--- config.mk ---
export PLATFORM = sky130hd
export DESIGN_NAME = acia_bus_sequencer
export DESIGN_NICKNAME = d
export VERILOG_FILES = /design/src/rtl/acia_bus_sequencer.sv
export SDC_FILE = /design/constraint.sdc
export NUM_CORES = 1
export LEC_CHECK = 0
export BUFFER_PORTS_ARGS = -buffer_cell sky130_fd_sc_hd__clkbuf_2
export CAP_MARGIN = 20
export CORE_MARGIN = 2
export CORE_UTILIZATION = 55
export DETAILED_ROUTE_END_ITERATION = 10
export HOLD_SLACK_MARGIN = 0.15
export PLACE_DENSITY_LB_ADDON = 0.12
export RECOVER_POWER = 25
export SYNTH_ARGS = -nofsm -noshare
export SYNTH_HDL_FRONTEND = slang
export SYNTH_SLANG_ARGS = --single-unit
export TNS_END_PERCENT = 50
--- constraint.sdc ---
create_clock -name clk -period 8.8 [get_ports clk]
set_input_delay 0.44 -clock clk [delete_from_list [all_inputs] [get_ports clk]]
set_output_delay 0.44 -clock clk [all_outputs]
set_load 0.01 [all_outputs]
--- src/rtl/acia_bus_sequencer.sv ---
// acia_bus_sequencer
// Bus master for one MC6850-style ACIA. After reset it issues a master reset
// (CR=03) followed by the active control word. It then polls status and moves
// received bytes into an RX FIFO. Bytes from a TX FIFO go into the data
// register whenever the transmitter reports empty.
//
// Ports
//   clk, reset_n            clock, asynchronous active-low reset
//   tx_data/valid/ready     byte stream into the TX FIFO
//   rx_data/valid/ready     byte stream out of the RX FIFO
//   cfg_wr, cfg_cr          request a reconfiguration with a new control word
//   cfg_busy                a configuration sequence is owed or running
//   overrun, frame_err      sticky copies of status bits 5 and 4
//   acia_e/sel/rs/rw/wdata  ACIA register bus (rw=1 read, rs=1 data register)
//   acia_rdata, acia_irq    ACIA read data and interrupt
//
// Handshake: a byte moves on a stream only in a cycle where valid and ready
// are both 1. valid must not depend on ready. The sender holds the data
// stable while valid is high and ready is low.
//
// Every bus access lasts 4 cycles, P0..P3, and is tracked by acc/phase.
// The address, rw and write data are latched in bus_* when an access starts,
// so they cannot move while E is high.
module acia_bus_sequencer #(
  parameter logic [7:0] CFG_CR        = 8'h96,
  parameter int         POLL_INTERVAL = 64,
  parameter int         TX_AW         = 3,
  parameter int         RX_AW         = 3
) (
  input  logic       clk,
  input  logic       reset_n,
  input  logic [7:0] tx_data,
  input  logic       tx_valid,
  output logic       tx_ready,
  output logic [7:0] rx_data,
  output logic       rx_valid,
  input  logic       rx_ready,
  input  logic       cfg_wr,
  input  logic [7:0] cfg_cr,
  output logic       cfg_busy,
  output logic       overrun,
  output logic       frame_err,
  output logic       acia_e,
  output logic       acia_sel,
  output logic       acia_rs,
  output logic       acia_rw,
  output logic [7:0] acia_wdata,
  input  logic [7:0] acia_rdata,
  input  logic       acia_irq
);

  localparam logic [2:0] ST_RST  = 3'd0;
  localparam logic [2:0] ST_CFG  = 3'd1;
  localparam logic [2:0] ST_IDLE = 3'd2;
  localparam logic [2:0] ST_STAT = 3'd3;
  localparam logic [2:0] ST_RDAT = 3'd4;
  localparam logic [2:0] ST_WDAT = 3'd5;

  localparam logic [7:0] RST_CR = 8'h03;

  localparam int              PW       = $clog2(POLL_INTERVAL);
  localparam logic [PW-1:0]   POLL_MAX = PW'(POLL_INTERVAL - 1);
  localparam logic [PW-1:0]   POLL_ONE = {{(PW-1){1'b0}}, 1'b1};
  localparam logic [TX_AW:0]  TX_DEPTH = {1'b1, {TX_AW{1'b0}}};
  localparam logic [TX_AW:0]  TX_ONE   = {{TX_AW{1'b0}}, 1'b1};
  localparam logic [RX_AW:0]  RX_DEPTH = {1'b1, {RX_AW{1'b0}}};
  localparam logic [RX_AW:0]  RX_ONE   = {{RX_AW{1'b0}}, 1'b1};

  logic [2:0]    state;
  logic          acc;
  logic [1:0]    phase;
  logic          bus_rs, bus_wr;
  logic [7:0]    bus_wd;
  logic [7:0]    rd_q;
  logic [7:0]    act_cr;
  logic          pending;
  logic          stat_tdre;
  logic [PW-1:0] poll_cnt;

  // ---------------- TX FIFO ----------------
  logic [7:0]   tx_mem [0:(1<<TX_AW)-1];
  logic [TX_AW:0] tx_wp, tx_rp, tx_cnt;
  logic         tx_empty, tx_push, tx_pop;
  logic [7:0]   tx_head;

  assign tx_cnt   = tx_wp - tx_rp;
  assign tx_empty = (tx_cnt == '0);
  assign tx_ready = (tx_cnt != TX_DEPTH);
  assign tx_push  = tx_valid & tx_ready;
  assign tx_pop   = acc & (phase == 2'd3) & (state == ST_WDAT) & ~tx_empty;
  assign tx_head  = tx_mem[tx_rp[TX_AW-1:0]];

  always_ff @(posedge clk) begin
    if (tx_push) tx_mem[tx_wp[TX_AW-1:0]] <= tx_data;
  end

  always_ff @(posedge clk or negedge reset_n) begin
    if (!reset_n) begin
      tx_wp <= '0;
      tx_rp <= '0;
    end else begin
      if (tx_push) tx_wp <= tx_wp + TX_ONE;
      if (tx_pop)  tx_rp <= tx_rp + TX_ONE;
    end
  end

  // ---------------- RX FIFO ----------------
  logic [7:0]   rx_mem [0:(1<<RX_AW)-1];
  logic [RX_AW:0] rx_wp, rx_rp, rx_cnt;
  logic         rx_full, rx_push, rx_pop;

  assign rx_cnt   = rx_wp - rx_rp;
  assign rx_full  = (rx_cnt == RX_DEPTH);
  assign rx_valid = (rx_cnt != '0);
  assign rx_data  = rx_mem[rx_rp[RX_AW-1:0]];
  assign rx_pop   = rx_valid & rx_ready;
  assign rx_push  = acc & (phase == 2'd3) & (state == ST_RDAT) & ~rx_full;

  always_ff @(posedge clk) begin
    if (rx_push) rx_mem[rx_wp[RX_AW-1:0]] <= rd_q;
  end

  always_ff @(posedge clk or negedge reset_n) begin
    if (!reset_n) begin
      rx_wp <= '0;
      rx_rp <= '0;
    end else begin
      if (rx_push) rx_wp <= rx_wp + RX_ONE;
      if (rx_pop)  rx_rp <= rx_rp + RX_ONE;
    end
  end

  // ---------------- bus pins ----------------
  // Address and data phase covers P0..P2. P3 is the turnaround with sel low.
  logic in_addr;
  assign in_addr    = acc & (phase != 2'd3);
  assign acia_sel   = in_addr;
  assign acia_e     = acc & ((phase == 2'd1) | (phase == 2'd2));
  assign acia_rs    = in_addr & bus_rs;
  assign acia_rw    = ~(in_addr & bus_wr);
  assign acia_wdata = in_addr ? bus_wd : 8'h00;

  // ---------------- sequencer ----------------
  logic stat_trig, enter_stat;
  assign stat_trig  = acia_irq | (poll_cnt == POLL_MAX) | (~tx_empty & stat_tdre);
  assign enter_stat = ~acc & (state == ST_IDLE) & ~pending & stat_trig;

  always_ff @(posedge clk or negedge reset_n) begin
    if (!reset_n) begin
      state     <= ST_RST;
      acc       <= 1'b0;
      phase     <= 2'd0;
      bus_rs    <= 1'b0;
      bus_wr    <= 1'b0;
      bus_wd    <= 8'h00;
      rd_q      <= 8'h00;
      act_cr    <= CFG_CR;
      pending   <= 1'b0;
      cfg_busy  <= 1'b1;
      overrun   <= 1'b0;
      frame_err <= 1'b0;
      stat_tdre <= 1'b0;
      poll_cnt  <= '0;
    end else begin
      // Saturates so a poll is still owed if it comes due mid-access.
      if (enter_stat)                poll_cnt <= '0;
      else if (poll_cnt != POLL_MAX) poll_cnt <= poll_cnt + POLL_ONE;

      if (acc) begin
        phase <= phase + 2'd1;
        if (phase == 2'd2) rd_q <= acia_rdata;
        if (phase == 2'd3) begin
          // Default: end of access, back to IDLE. Chained accesses override.
          acc   <= 1'b0;
          state <= ST_IDLE;
          case (state)
            ST_RST: begin
              state     <= ST_CFG;
              acc       <= 1'b1;
              bus_rs    <= 1'b0;
              bus_wr    <= 1'b1;
              bus_wd    <= act_cr;
              pending   <= 1'b0;
              overrun   <= 1'b0;
              frame_err <= 1'b0;
            end
            ST_CFG: begin
              if (!pending) cfg_busy <= 1'b0;
            end
            ST_STAT: begin
              overrun   <= overrun | rd_q[5];
              frame_err <= frame_err | rd_q[4];
              stat_tdre <= rd_q[1];
              if (pending) begin
                state  <= ST_RST;
                acc    <= 1'b1;
                bus_rs <= 1'b0;
                bus_wr <= 1'b1;
                bus_wd <= RST_CR;
              end else if (rd_q[0] && !rx_full) begin
                state  <= ST_RDAT;
                acc    <= 1'b1;
                bus_rs <= 1'b1;
                bus_wr <= 1'b0;
                bus_wd <= 8'h00;
              end else if (rd_q[1] && !tx_empty) begin
                state  <= ST_WDAT;
                acc    <= 1'b1;
                bus_rs <= 1'b1;
                bus_wr <= 1'b1;
                bus_wd <= tx_head;
              end
            end
            default: begin
              if (pending) begin
                state  <= ST_RST;
                acc    <= 1'b1;
                bus_rs <= 1'b0;
                bus_wr <= 1'b1;
                bus_wd <= RST_CR;
              end
            end
          endcase
        end
      end else if (state == ST_IDLE) begin
        if (pending) begin
          state  <= ST_RST;
          acc    <= 1'b1;
          bus_rs <= 1'b0;
          bus_wr <= 1'b1;
          bus_wd <= RST_CR;
        end else if (stat_trig) begin
          state  <= ST_STAT;
          acc    <= 1'b1;
          bus_rs <= 1'b0;
          bus_wr <= 1'b0;
          bus_wd <= 8'h00;
        end
      end else begin
        // Only reachable as RST straight out of reset.
        acc    <= 1'b1;
        bus_rs <= 1'b0;
        bus_wr <= 1'b1;
        bus_wd <= RST_CR;
      end

      // Placed last so a request on the same cycle as a sequence step wins.
      if (cfg_wr) begin
        act_cr   <= cfg_cr;
        pending  <= 1'b1;
        cfg_busy <= 1'b1;
      end
    end
  end

endmodule
After elaboration in Yosys (flattened, before gate mapping)
Memories as Yosys holds them, arrays and structs flattened.
Cells that the tools add are included.
{"block": "word_totals", "ram_bits": 128, "output_inout_bits": 25, "ff_bits": 59, "n_memories": 2, "inputBits": 30}
{"name": "rx_mem", "words": 8, "word_bits": 8, "read_ports": 1, "rd_clocked_by_memory_dff": 0, "wr": 1, "line_no": "108", "source": "logic [7:0] rx_mem [0:(1<<RX_AW)-1];"}
{"name": "tx_mem", "words": 8, "word_bits": 8, "read_ports": 1, "rd_clocked_by_memory_dff": 0, "wr": 1, "line_no": "81", "source": "logic [7:0] tx_mem [0:(1<<TX_AW)-1];"}
{"block": "op_classes", "muxes": 66, "addsub": 8, "n_reduce_logical": 22, "eq_ne": 19, "bitwise_logic": 25}
{"operator": "two-way mux 8 bit", "count": 10}
{"operator": "two-way mux 1 bit", "count": 38}
{"operator": "two-way mux 3 bit", "count": 8}
{"operator": "case mux 8 bit (3 select lines)", "count": 1}
{"operator": "adder 4 x 1 -> 4 bit, second input constant", "count": 4}
{"operator": "AND 1 bit", "count": 15}
{"operator": "nonzero test 2 bit", "count": 7}
{"operator": "two-way mux 6 bit", "count": 2}
{"operator": "AND reduction 3 bit", "count": 4}
{"operator": "case mux 1 bit (3 select lines)", "count": 3}
{"operator": "case mux 3 bit (3 select lines)", "count": 1}
{"operator": "inequality test 4 bit, second input constant", "count": 2}
{"operator": "subtractor 4 bit", "count": 2}
{"operator": "adder 6 x 1 -> 6 bit, second input constant", "count": 1}
{"operator": "== test 3 x 2 -> 1 bit, second input constant", "count": 2}
{"operator": "== test 3 bit, second input constant", "count": 2}
{"operator": "== test 6 bit, second input constant", "count": 1}
{"operator": "inequality test 2 bit, second input constant", "count": 3}
{"operator": "inequality test 6 bit, second input constant", "count": 1}
{"operator": "inequality test 5 bit, second input constant", "count": 1}
{"operator": "inverter 1 bit", "count": 5}
{"operator": "bitwise OR 1 bit", "count": 5}
{"operator": "AND reduction 5 bit", "count": 1}
{"operator": "== test 2 bit, second input constant", "count": 2}
{"operator": "16 further kinds", "count": 19}

Longest topological paths before layout
Gate-level depths: netlist of run 1.
{"block": "depth", "depth_word": 10, "mapped_depth": 10, "depth_no_buf": 8}

Worst setup path before layout of run 1
Ideal clock, no wire load.
{"block": "synth_timing", "path_kind": "flip-flop to flip-flop", "startpoint": "register rx_rp[1]", "endpoint": "memory rx_mem[1][0] (enable)", "slack_ns": 5.672, "setup_time_ns": 0.383, "stages_incl_launch_ff": 10, "n_path_buf": 2, "arrival_ns": 2.745, "cell_sequence": "dfrtp_1 clkbuf_1 clkbuf_1 inv_1 ha_1 nand3b_1 a21oi_2 o41ai_1 or2_2 nor3_1"}
{"block": "synth_via", "elab_chain_len": 6}
{"element": "start, declared", "line_no": "109", "source": "logic [RX_AW:0] rx_wp, rx_rp, rx_cnt;"}
{"element": "start signal, assigned", "line_no": "129", "source": "if (rx_pop) rx_rp <= rx_rp + RX_ONE;"}
{"element": "subtractor 4 bit", "line_no": "112", "source": "assign rx_cnt = rx_wp - rx_rp;"}
{"element": "== test 4 bit", "line_no": "113", "source": "assign rx_full = (rx_cnt == RX_DEPTH);"}
{"element": "inverter 1 bit", "line_no": "117", "source": "assign rx_push = acc & (phase == 2'd3) & (state == ST_RDAT) & ~rx_full;"}
{"element": "AND 1 bit", "line_no": "117"}
{"element": "two-way mux 1 bit", "line_no": "120", "source": "if (rx_push) rx_mem[rx_wp[RX_AW-1:0]] <= rd_q;"}
{"element": "two-way mux 1 bit (not written as such)", "line_no": "120"}
{"element": "end, declared", "line_no": "108"}
Every way passes these cells.

Worst setup path in the final report of run 1
{"block": "layout_timing", "startpoint": "register rx_rp[2]", "endpoint": "memory rx_mem[7][7] (enable)"}
The elaborated chain is that of the path after synthesis.

==> qor.csv, run 1 <==
stage,metric,value,unit
outcome,status,finished with violations,
outcome,failing checks,"max-capacitance violations, max-slew violations",
critical_path,critical path required time,8.86,ns
global_routing,aggregate global routing overflow,0,
routing,post-route antenna net violation count,0,
clock_network,Sink Count,187,
routing,vias per cell,5.75,
floorplanning,Initial Utilization,56.3,%
critical_path,r2r endpoint,rx_mem[7][7],
critical_path,worst path buffer plus inverter count,1,
timing,fmax,0.297,GHz
clock_network,Clock Pin Slew Worst Setup and Hold Paths,0.07,ns
synth,"top cells by count, synth","edfxtp_1 (128), nand2_1 (64), dfrtp_1 (54), mux2_2 (50), nor2_1 (44)",
synth,Post-synth EDFFs,128,
timing,RSZ-0062 raised after global routing,false,
critical_path,CP max FO,11,
floorplanning,Die Span X,126,µm
clock_network,clk_lat worst skew,0.43,ns
critical_path,Setup crit end,rx_mem[7][7],
synth,Synth cell types,63,
floorplanning,Die ar.,15800,µm²
finish,Antenna Cells,0,
finish,Area Growth Syn to Fin,12.7,%
power,switch share,34.6,%
timing,Slew Limit Fails,60,
power,Leakage,3.47,nW
power,Logic pwr share,31.2,%
routing,Iter 0 DRT Violations,355,
routing,drt wl/cell,19.6,µm
power,peak supply drop,0.169,mV
clock_network,post_cts resized,0,
critical_path,WS Path Type,reg -> reg,
clock_network,clk buf depth,2,
synth,syn avg cell area,14.6,µm²
clock_network,root buffer cell,clkbuf_16,
finish,nets@finish,664,
synth,synthesized area,8150,µm²
routing,via count,4704,
critical_path,CP Capture Type,register,
timing,min cycle time layout,3.36,ns
power,sequential share of power,43.7,%
timing,slew margin rel.,-120,%
global_routing,vias in the first global route,4753,
run,max-cap check violation count,1,
synth,"count leader, synth",edfxtp_1,
floorplanning,DIE HEIGHT,126,µm
synth,Synth area leader,edfxtp_1,
power,pwr/cell area,325,nW/µm²
critical_path,Critical Path AT,3.42,ns
timing,Sum Neg Setup Slack,0,ns
finish,layout cell share with drive strength beyond 1,27.4,%
critical_path,slowest stage cell on the critical path,nor2_1,
clock_network,hold buffers post-CTS,0,
critical_path,CP startpoint kind,register,
synth,Syn Nets,603,
critical_path,cell depth of the worst flop-to-flop path,7,
synth,Synth warnings,0,
power,internal power,1.95,mW
synth,register bit total from synthesis,187,
synth,Synth top area share,47.2,%
floorplanning,Core Rows,44,
floorplanning,I/O pin cnt,55,
placement,GPL Wtd Cong,0.852,
timing,Worst Tran Pin Value,3.29,ns
critical_path,worst r2r src,rx_rp[2],
timing,hold slack final,0.234,ns
synth,sequential element share of the synthesized area,65.4,%
floorplanning,CORE AREA,14500,µm²
placement,port bufs,54,
power,Clk network pwr share,25.1,%
timing,"Hold Violations, Final",0,
global_routing,first-pass GRT wire length,25.8,mm
routing,first-pass detailed-route iteration total,4,
routing,WL final,16.0,mm
critical_path,delay of the slowest cell on the worst path,0.64,ns
global_routing,initial antenna violation count,0,
synth,"Top FF cell, synth",edfxtp_1,
timing,final setup vio count,0,
critical_path,family with the most delay on the worst path,simple AND/OR/NAND/NOR gates,
power,NetSw,1.03,mW
placement,post-DP HPWL,11.1,mm
timing,Final Skew,0.0119,ns
worst_hold_path,Hold Crit Class,in -> reg,
synth,top post-synthesis cells by area,"edfxtp_1 (47%), dfrtp_1 (17%), mux2_2 (6.9%)",
clock_network,H-tree depth,4,
global_routing,GR Util All Layers,21.5,%
synth,Post-synth ARST share,31.6,%
power,Pwr Total,2.99,mW
critical_path,CP Cell Sequence,"clkinv_1, ha_1, a21oi_1, and3_4, o41ai_1, or2_2, nor2_1",
clock_network,TritonCTS clock tree,built,
global_routing,largest net degree at the start of global routing,60,
clock_network,TritonCTS buffer count,17,
critical_path,Critical Path Stages,7,
critical_path,Critical Path Start,rx_rp[2],
timing,fin crit share,38.2,%
critical_path,R2R setup slack,5.44,ns
clock_network,setup bufs post-CTS,0,
routing,DRC,0,
synth,post-synthesis instance total,560,
[cells by family after synthesis]
group | after synthesis | share of synthesized area [%]
xor gates and xnor gates | 20 | 2.33
adders and majority gates | 13 | 2.00
DFF | 187 | 65.4
AOI/OAI and AO/OA | 65 | 5.99
buffers and inverters | 32 | 1.60
muxes | 73 | 12.9
and+or+nand+nor | 170 | 9.80
[state kept, by name, summed over array words and instances, names as in the netlist]
signal     cells
rx_wp          4
poll_cnt       6
rx_mem        64
state          3
rx_rp          4
act_cr         8
bus_wd         8
tx_mem        64
stat_tdre      1
bus_rs         1
bus_wr         1
pending        1
acc            1
tx_wp          4
tx_rp          4
phase          2
frame_err      1
rd_q           8
overrun        1
cfg_busy       1
[worst min path at each step]
stage                              from        end  slack [ns]  cells past startpoint
after floorplan                 reset_n        acc        0.14                      0
after global placement           bus_rs     bus_rs        0.47                      1
after detailed placement         bus_rs     bus_rs        0.47                      1
after CTS                       reset_n    overrun        0.19                      2
after global routing      acia_rdata[2]    rd_q[2]        0.22                      2
final                         cfg_cr[5]  act_cr[5]        0.23                      2
[layout by cell type (no fill, tap or decap), types with 3 or more instances in the layout]
master,synthesis,layout
nand3_1,7,7
edfxtp_1,128,128
a31oi_1,3,3
clkbuf_2,0,46
mux2_2,50,50
ha_1,13,13
and2_1,12,12
a32oi_1,7,7
nor3_1,9,9
xor2_1,8,8
nor2_1,44,44
dfstp_2,5,3
xnor2_1,10,10
clkbuf_1,17,9
inv_6,0,8
a21oi_1,6,6
dfrtp_1,54,54
nand2b_1,11,11
clkbuf_16,0,17
buf_4,0,5
inv_1,11,11
nor2b_1,4,4
nand2_1,64,64
a21o_1,4,4
mux4_2,20,20
or2_2,3,3
o21ai_0,11,11
o22ai_1,12,12
[final cells by class]
type	count	area, µm²
Sequential cell	187	5330
Multi-Input combinational cell	341	2690
Clock inverter	15	149
Inverter	12	45.0
Fill cell	1084	5290
Timing Repair Buffer	62	317
Tap cell	184	230
Clock buffer	17	425
[power groups by stage]
stage | logic [mW] | clock network, mW | registers (mW)
after detailed placement | 0.941 | 0 | 1.32
after CTS | 0.943 | 0.759 | 1.31
after floorplan | 0.735 | 0 | 1.24
final | 0.932 | 0.749 | 1.31
after global placement | 0.914 | 0 | 1.31
after global routing | 1.03 | 0.800 | 1.33
[per-stage QoR]
stage	setup WS, ns	utilization, %	cell area (µm²)	cells
after floorplan	5.67	-	8150	560
after global placement	5.38	59.4	8590	782
after detailed placement	5.17	59.5	8610	784
after CTS	5.16	63.4	9180	816
after global routing	5.06	63.4	9190	818
final	5.44	63.4	9190	818
[per-layer routing]
metal / part of all wire [%] / global-route usage [%] / up-vias
met4: 1.4 / 6.08 / 0
met3: 3.9 / 5.52 / 16
li1: - / - / 2209
met1: 45 / 29.4 / 2384
met5: 0 / 0 / -
met2: 50 / 34.7 / 95
[worst register-to-register path: cells and delay by family (launching register included)]
| family | cells | cell delay (ns) |
|---|---|---|
| buffers and inverters | 1 | 0.34 |
| adders and majority gates | 1 | 0.43 |
| AOI/OAI and AO/OA | 2 | 0.40 |
| DFF | 1 | 0.57 |
| and+or+nand+nor | 3 | 1.24 |
Note: power is estimated with default switching activity, not from simulation.
==> inputs of run 2 (changes only) <==
--- a/config.mk
+++ b/config.mk
@@ -8,7 +8,7 @@
 export BUFFER_PORTS_ARGS = -buffer_cell sky130_fd_sc_hd__clkbuf_2
 export CAP_MARGIN = 20
 export CORE_MARGIN = 2
-export CORE_UTILIZATION = 55
+export CORE_UTILIZATION = 54
 export DETAILED_ROUTE_END_ITERATION = 10
 export HOLD_SLACK_MARGIN = 0.15
 export PLACE_DENSITY_LB_ADDON = 0.12
==> constraint.sdc (replaced) <==
create_clock -name clk -period 3 [get_ports clk]
set_input_delay 0.15 -clock clk [delete_from_list [all_inputs] [get_ports clk]]
set_output_delay 0.15 -clock clk [all_outputs]
set_load 0.01 [all_outputs]
==> qor.csv, run 2 (same netlist as run 1, synthesis figures left out) <==
stage,metric,value,unit,change
timing,Worst Tran Pin Value,0.780,ns,was 3.29 ns
global_routing,initial antenna violation count,0,,unchanged
finish,most frequent cells in the layout,"edfxtp_1 (128), nand2_1 (64), dfrtp_1 (54), mux2_2 (50), clkbuf_2 (46)",,unchanged
global_routing,met3 GRT Util,5.74,%,was 5.52%
floorplanning,Die ar.,16100,µm²,was 15800 µm²
critical_path,CP Capture Type,register,,unchanged
timing,RSZ-0062 raised after global routing,false,,unchanged
routing,first-pass detailed-route iteration total,5,,was 4
floorplanning,CORE AREA,14600,µm²,was 14500 µm²
timing,"Hold Violations, Final",0,,unchanged
critical_path,critical path required time,3.07,ns,was 8.86 ns
power,Leakage,3.68,nW,was 3.47 nW
timing,fmax,0.365,GHz,was 0.297 GHz
clock_network,clk_lat worst skew,0.44,ns,was 0.43 ns
timing,Slew Limit Fails,0,,was 60
finish,layout cell share with drive strength beyond 1,28.7,%,was 27.4%
critical_path,CP max FO,8,,was 11
critical_path,WS Path Type,reg -> reg,,unchanged
routing,DRC,0,,unchanged
global_routing,largest net degree at the start of global routing,60,,unchanged
global_routing,met1 Use GR,33.3,%,was 29.4%
routing,via count,4904,,was 4704
finish,Antenna Cells,0,,unchanged
routing,drt wl/cell,19.1,µm,was 19.6 µm
clock_network,setup bufs post-CTS,0,,unchanged
routing,post-route antenna net violation count,0,,unchanged
finish,post-layout util,65.6,%,was 63.4%
critical_path,Critical Path AT,2.81,ns,was 3.42 ns
placement,post-DP HPWL,11.1,mm,about the same
timing,slew margin rel.,48.0,%,was -120%
finish,"commonest non-fill, non-tap cell in the layout",edfxtp_1,,unchanged
clock_network,TritonCTS clock tree,built,,unchanged
floorplanning,Die Span X,127,µm,was 126 µm
floorplanning,I/O pin cnt,55,,unchanged
timing,final setup vio count,0,,unchanged
global_routing,GR Util All Layers,22.3,%,was 21.5%
power,peak supply drop,0.639,mV,was 0.169 mV
timing,Final Skew,0.00775,ns,was 0.0119 ns
global_routing,GR Util met2,32.8,%,was 34.7%
floorplanning,DIE HEIGHT,127,µm,was 126 µm
placement,GPL Wtd Cong,0.898,,was 0.852
timing,fin crit share,91.3,%,was 38.2%
timing,min cycle time layout,2.74,ns,was 3.36 ns
clock_network,Sink Count,187,,unchanged
global_routing,GRT busiest layer,met1,,was met2
clock_network,TritonCTS buffer count,17,,unchanged
global_routing,aggregate global routing overflow,0,,unchanged
floorplanning,Core Rows,44,,unchanged
clock_network,Clock Pin Slew Worst Setup and Hold Paths,0.07,ns,about the same
floorplanning,Initial Utilization,55.6,%,was 56.3%
routing,Iter 0 DRT Violations,501,,was 355
worst_hold_path,Hold Crit Class,in -> async,,was in -> reg
finish,Area Growth Syn to Fin,17.8,%,was 12.7%
routing,WL final,16.5,mm,was 16.0 mm
finish,nets@finish,709,,was 664
finish,filler instances,1084,,unchanged
critical_path,CP startpoint kind,register,,unchanged
global_routing,vias in the first global route,4971,,was 4753
run,max-cap check violation count,0,,was 1
clock_network,post_cts resized,0,,unchanged
power,Pwr Total,8.88,mW,was 2.99 mW
routing,vias per cell,5.68,,was 5.75
clock_network,H-tree depth,4,,unchanged
outcome,status,finished clean,,was finished with violations
power,pwr/cell area,924,nW/µm²,was 325 nW/µm²
critical_path,R2R setup slack,0.26,ns,was 5.44 ns
placement,port bufs,54,,unchanged
clock_network,clk buf depth,2,,unchanged
global_routing,first-pass GRT wire length,26.9,mm,was 25.8 mm
clock_network,root buffer cell,clkbuf_16,,unchanged
[run 2: changes by cell type in the layout (fill, tap and decap cells not counted), moves of 2 or more]
cell,change
dfstp_2,+2
buf_4,+20
clkbuf_4,-2
dlygate4sd3_1,+28
inv_6,-6
inv_8,+5
dfstp_1,-2
[run 2: path summary, 6_finish.rpt]
kind | cells past startpoint | to | startpoint
hold / removal | 3 | rx_wp[3] | reset_n
max in group asynchronous | 3 | rd_q[5] | reset_n
hold reg to reg | 2 | overrun | overrun
min in group clk | 5 | acc | acia_irq
setup / recovery | 6 | rx_mem[3][1] | rx_wp[2]
setup reg to reg | 6 | rx_mem[3][1] | rx_wp[2]
[run 2: power by group]
group / switching, mW / internal, mW / leakage [nW]
clock: 1.05 / 1.11 / 0.280
combinational: 1.61 / 1.34 / 1.53
sequential: 0.447 / 3.32 / 1.87
[run 2: critical path: stages, from the launching register on]
cell	delay, ns
dfrtp_1	0.46
ha_1	0.39
a21oi_1	0.24
and3_4	0.25
o41ai_1	0.08
or2_2	0.34
nor2_1	0.61
[run 2: layout make-up]
type / instances / area [µm²] / share of cell area (%)
clock buffers: 17 / 425 / 4.43
clock inverters: 15 / 150 / 1.56
inverters: 12 / 45.0 / 0.469
multi-input cells: 341 / 2700 / 28.1
flip-flops and latches: 187 / 5330 / 55.5
well taps: 184 / 230 / 2.40
repair buffers: 107 / 728 / 7.58
[run 2: stage by stage]
stage / setup TNS, ns / hold WS, ns / instance area, µm² / instances / setup WS (ns)
4_1_cts: 0 / 0.412 / 9610 / 863 / 0.230
5_1_grt: 0 / 0.476 / 9600 / 863 / 0.0381
3_5_place_dp: 0 / 0.375 / 8760 / 803 / 0.261
2_1_floorplan: -0.230 / -0.146 / 8150 / 560 / -0.0288
3_3_place_gp: 0 / 0.364 / 8760 / 803 / 0.368
6_report: 0 / 0.425 / 9600 / 863 / 0.262
[run 2: repair_timing]
| item | in CTS | in global routing |
|---|---|---|
| setup endpoints to repair | 0 | 1 |
| hold endpoints to repair | 140 | 0 |
| hold buffers | 28 | 0 |
[run 2: metal layers]
layer / part of all wire [%] / wire length (µm) / vias up
met2: 46 / 7560 / 154
met3: 6.0 / 993 / 21
li1: - / - / 2302
met5: 0 / 0 / -
met4: 1.2 / 204 / 0
met1: 47 / 7750 / 2427
==> inputs of run 3 (changes only) <==
--- a/config.mk
+++ b/config.mk
@@ -5,10 +5,11 @@
 export SDC_FILE = /design/constraint.sdc
 export NUM_CORES = 1
 export LEC_CHECK = 0
+export ABC_CLOCK_PERIOD_IN_PS = 3000
 export BUFFER_PORTS_ARGS = -buffer_cell sky130_fd_sc_hd__clkbuf_2
 export CAP_MARGIN = 20
 export CORE_MARGIN = 2
-export CORE_UTILIZATION = 54
+export CORE_UTILIZATION = 30
 export DETAILED_ROUTE_END_ITERATION = 10
 export HOLD_SLACK_MARGIN = 0.15
 export PLACE_DENSITY_LB_ADDON = 0.12
==> qor.csv, run 3 (same netlist as run 1, synthesis figures left out) <==
stage,metric,value,unit,change
timing,Worst Tran Pin Value,0.758,ns,was 0.780 ns
clock_network,clk_lat worst skew,0.44,ns,about the same
clock_network,TritonCTS clock tree,built,,unchanged
timing,Sum Neg Setup Slack,0,ns,unchanged
timing,RSZ-0062 raised after global routing,false,,unchanged
finish,fin cells,1026,,was 863
timing,min cycle time layout,2.73,ns,was 2.74 ns
clock_network,TritonCTS buffer count,17,,unchanged
floorplanning,I/O pin cnt,55,,unchanged
worst_hold_path,Hold Crit Class,in -> async,,unchanged
critical_path,critical path required time,3.07,ns,about the same
critical_path,Critical Path Start,rx_wp[2],,unchanged
clock_network,Sink Count,187,,unchanged
finish,Area Growth Syn to Fin,20.8,%,was 17.8%
critical_path,slowest stage cell on the critical path,nor2_1,,unchanged
clock_network,root buffer cell,clkbuf_16,,unchanged
clock_network,setup bufs post-CTS,0,,unchanged
global_routing,largest net degree at the start of global routing,32,,was 60
placement,GPL Wtd Cong,0.798,,was 0.898
floorplanning,DIE HEIGHT,169,µm,was 127 µm
power,peak supply drop,0.340,mV,was 0.639 mV
power,Clk network pwr share,24.6,%,was 24.4%
floorplanning,Core Rows,60,,was 44
global_routing,aggregate global routing overflow,0,,unchanged
critical_path,worst r2r src,rx_wp[2],,unchanged
finish,"commonest non-fill, non-tap cell in the layout",edfxtp_1,,unchanged
global_routing,vias in the first global route,5206,,was 4971
finish,most frequent cells in the layout,"edfxtp_1 (128), nand2_1 (64), dfrtp_1 (54), mux2_2 (50), clkbuf_2 (46)",,unchanged
timing,final setup vio count,0,,unchanged
clock_network,post_cts resized,0,,unchanged
placement,placed cell area,9000,µm²,was 8760 µm²
routing,drt wl/cell,18.1,µm,was 19.1 µm
clock_network,clk buf depth,2,,unchanged
power,pwr/cell area,913,nW/µm²,was 924 nW/µm²
critical_path,CP Cell Sequence,"ha_1, a21oi_1, and3_4, o41ai_1, or2_2, nor2_1",,unchanged
placement,placed cell count,966,,was 803
routing,WL final,18.6,mm,was 16.5 mm
placement,port bufs,54,,unchanged
critical_path,delay of the slowest cell on the worst path,0.58,ns,was 0.61 ns
critical_path,WS Path Type,reg -> reg,,unchanged
finish,final instance area,9840,µm²,was 9600 µm²
timing,Final Skew,0.0136,ns,was 0.00775 ns
routing,Iter 0 DRT Violations,286,,was 501
routing,DRC,0,,unchanged
timing,slew margin rel.,49.4,%,was 48.0%
floorplanning,CORE AREA,26800,µm²,was 14600 µm²
power,switch share,35.5,%,was 35.0%
power,Leakage,3.70,nW,was 3.68 nW
floorplanning,Die ar.,28500,µm²,was 16100 µm²
clock_network,hold buffers post-CTS,28,,unchanged
critical_path,Critical Path AT,2.79,ns,was 2.81 ns
power,internal power,5.80,mW,was 5.77 mW
finish,nets@finish,715,,was 709
timing,fmax,0.367,GHz,was 0.365 GHz
power,sequential share of power,41.3,%,was 42.4%
run,max-cap check violation count,0,,unchanged
clock_network,Clock Pin Slew Worst Setup and Hold Paths,0.07,ns,about the same
timing,Slew Limit Fails,0,,unchanged
clock_network,H-tree depth,4,,unchanged
global_routing,initial antenna violation count,0,,unchanged
global_routing,first-pass GRT wire length,29.3,mm,was 26.9 mm
global_routing,GR Util All Layers,13.8,%,was 22.3%
routing,vias per cell,4.77,,was 5.68
routing,first-pass detailed-route iteration total,4,,was 5
timing,fin crit share,90.9,%,was 91.3%
routing,via count,4890,,was 4904
floorplanning,Initial Utilization,30.4,%,was 55.6%
finish,layout cell share with drive strength beyond 1,29.1,%,was 28.7%
placement,post-DP HPWL,13.1,mm,was 11.1 mm
power,NetSw,3.19,mW,was 3.11 mW
critical_path,CP max FO,8,,unchanged
critical_path,CP startpoint kind,register,,unchanged
routing,post-route antenna net violation count,0,,unchanged
outcome,status,finished clean,,unchanged
floorplanning,Die Span X,169,µm,was 127 µm
timing,"Hold Violations, Final",0,,unchanged
power,Logic pwr share,34.1,%,was 33.2%
finish,Antenna Cells,0,,unchanged
critical_path,CP Capture Type,register,,unchanged
[run 3: changes by cell type in the layout (fill, tap and decap cells not counted), sizes merged]
cell    previous run  this run
buf               25        30
clkbuf            71        73
clkinv             5         4
[run 3: final cells by class]
| cell class | instances | area (µm²) |
|---|---|---|
| repair buffers | 113 | 769 |
| clock inverters | 14 | 148 |
| flip-flops and latches | 187 | 5330 |
| well taps | 341 | 427 |
| multi-input cells | 341 | 2700 |
| inverters | 12 | 45.0 |
| clock buffers | 18 | 429 |
| fillers | 2560 | 17000 |
[run 3: critical path, delay by kind of cell, from the launching register on]
| kind | cells | cell delay (ns) |
|---|---|---|
| adders and majority gates | 1 | 0.39 |
| AOI/OAI and AO/OA | 2 | 0.34 |
| and+or+nand+nor | 3 | 1.16 |
| DFF | 1 | 0.47 |
[run 3: path summary, 6_finish.rpt]
check                          endpoint  slack, ns  cells past startpoint
setup / recovery           rx_mem[3][0]       0.27                      6
hold / removal                  rd_q[5]       0.32                      2
setup reg to reg           rx_mem[3][0]       0.27                      6
hold reg to reg                rx_rp[3]       0.49                      1
max in group asynchronous      cfg_busy       1.86                      3
min in group clk                    acc       0.41                      5
[run 3: layer usage]
metal	vias up	global-route usage (%)	wire length (µm)
met2	104	25.1	9770
met4	0	4.42	274
met1	2447	16.3	7880
met5	-	0	0
li1	2318	-	-
met3	21	2.55	663
[run 3: per-stage QoR]
stage | util [%] | total power [mW] | setup WS [ns] | hold slack [ns]
floorplan | - | 5.78 | -0.0288 | -0.146
global placement | 33.6 | 6.83 | 0.288 | 0.266
detailed placement | 33.6 | 6.90 | 0.173 | 0.271
CTS | 36.8 | 9.16 | 0.171 | 0.345
global route | 36.7 | 9.56 | 0.0608 | 0.388
finish | 36.7 | 8.98 | 0.273 | 0.318
[run 3: power by group through the flow]
stage | clock (mW) | sequential (mW) | combinational (mW)
2_1_floorplan | 0 | 3.62 | 2.16
3_3_place_gp | 0 | 3.76 | 3.07
3_5_place_dp | 0 | 3.78 | 3.12
4_1_cts | 2.28 | 3.72 | 3.16
5_1_grt | 2.36 | 3.78 | 3.42
6_report | 2.21 | 3.71 | 3.07
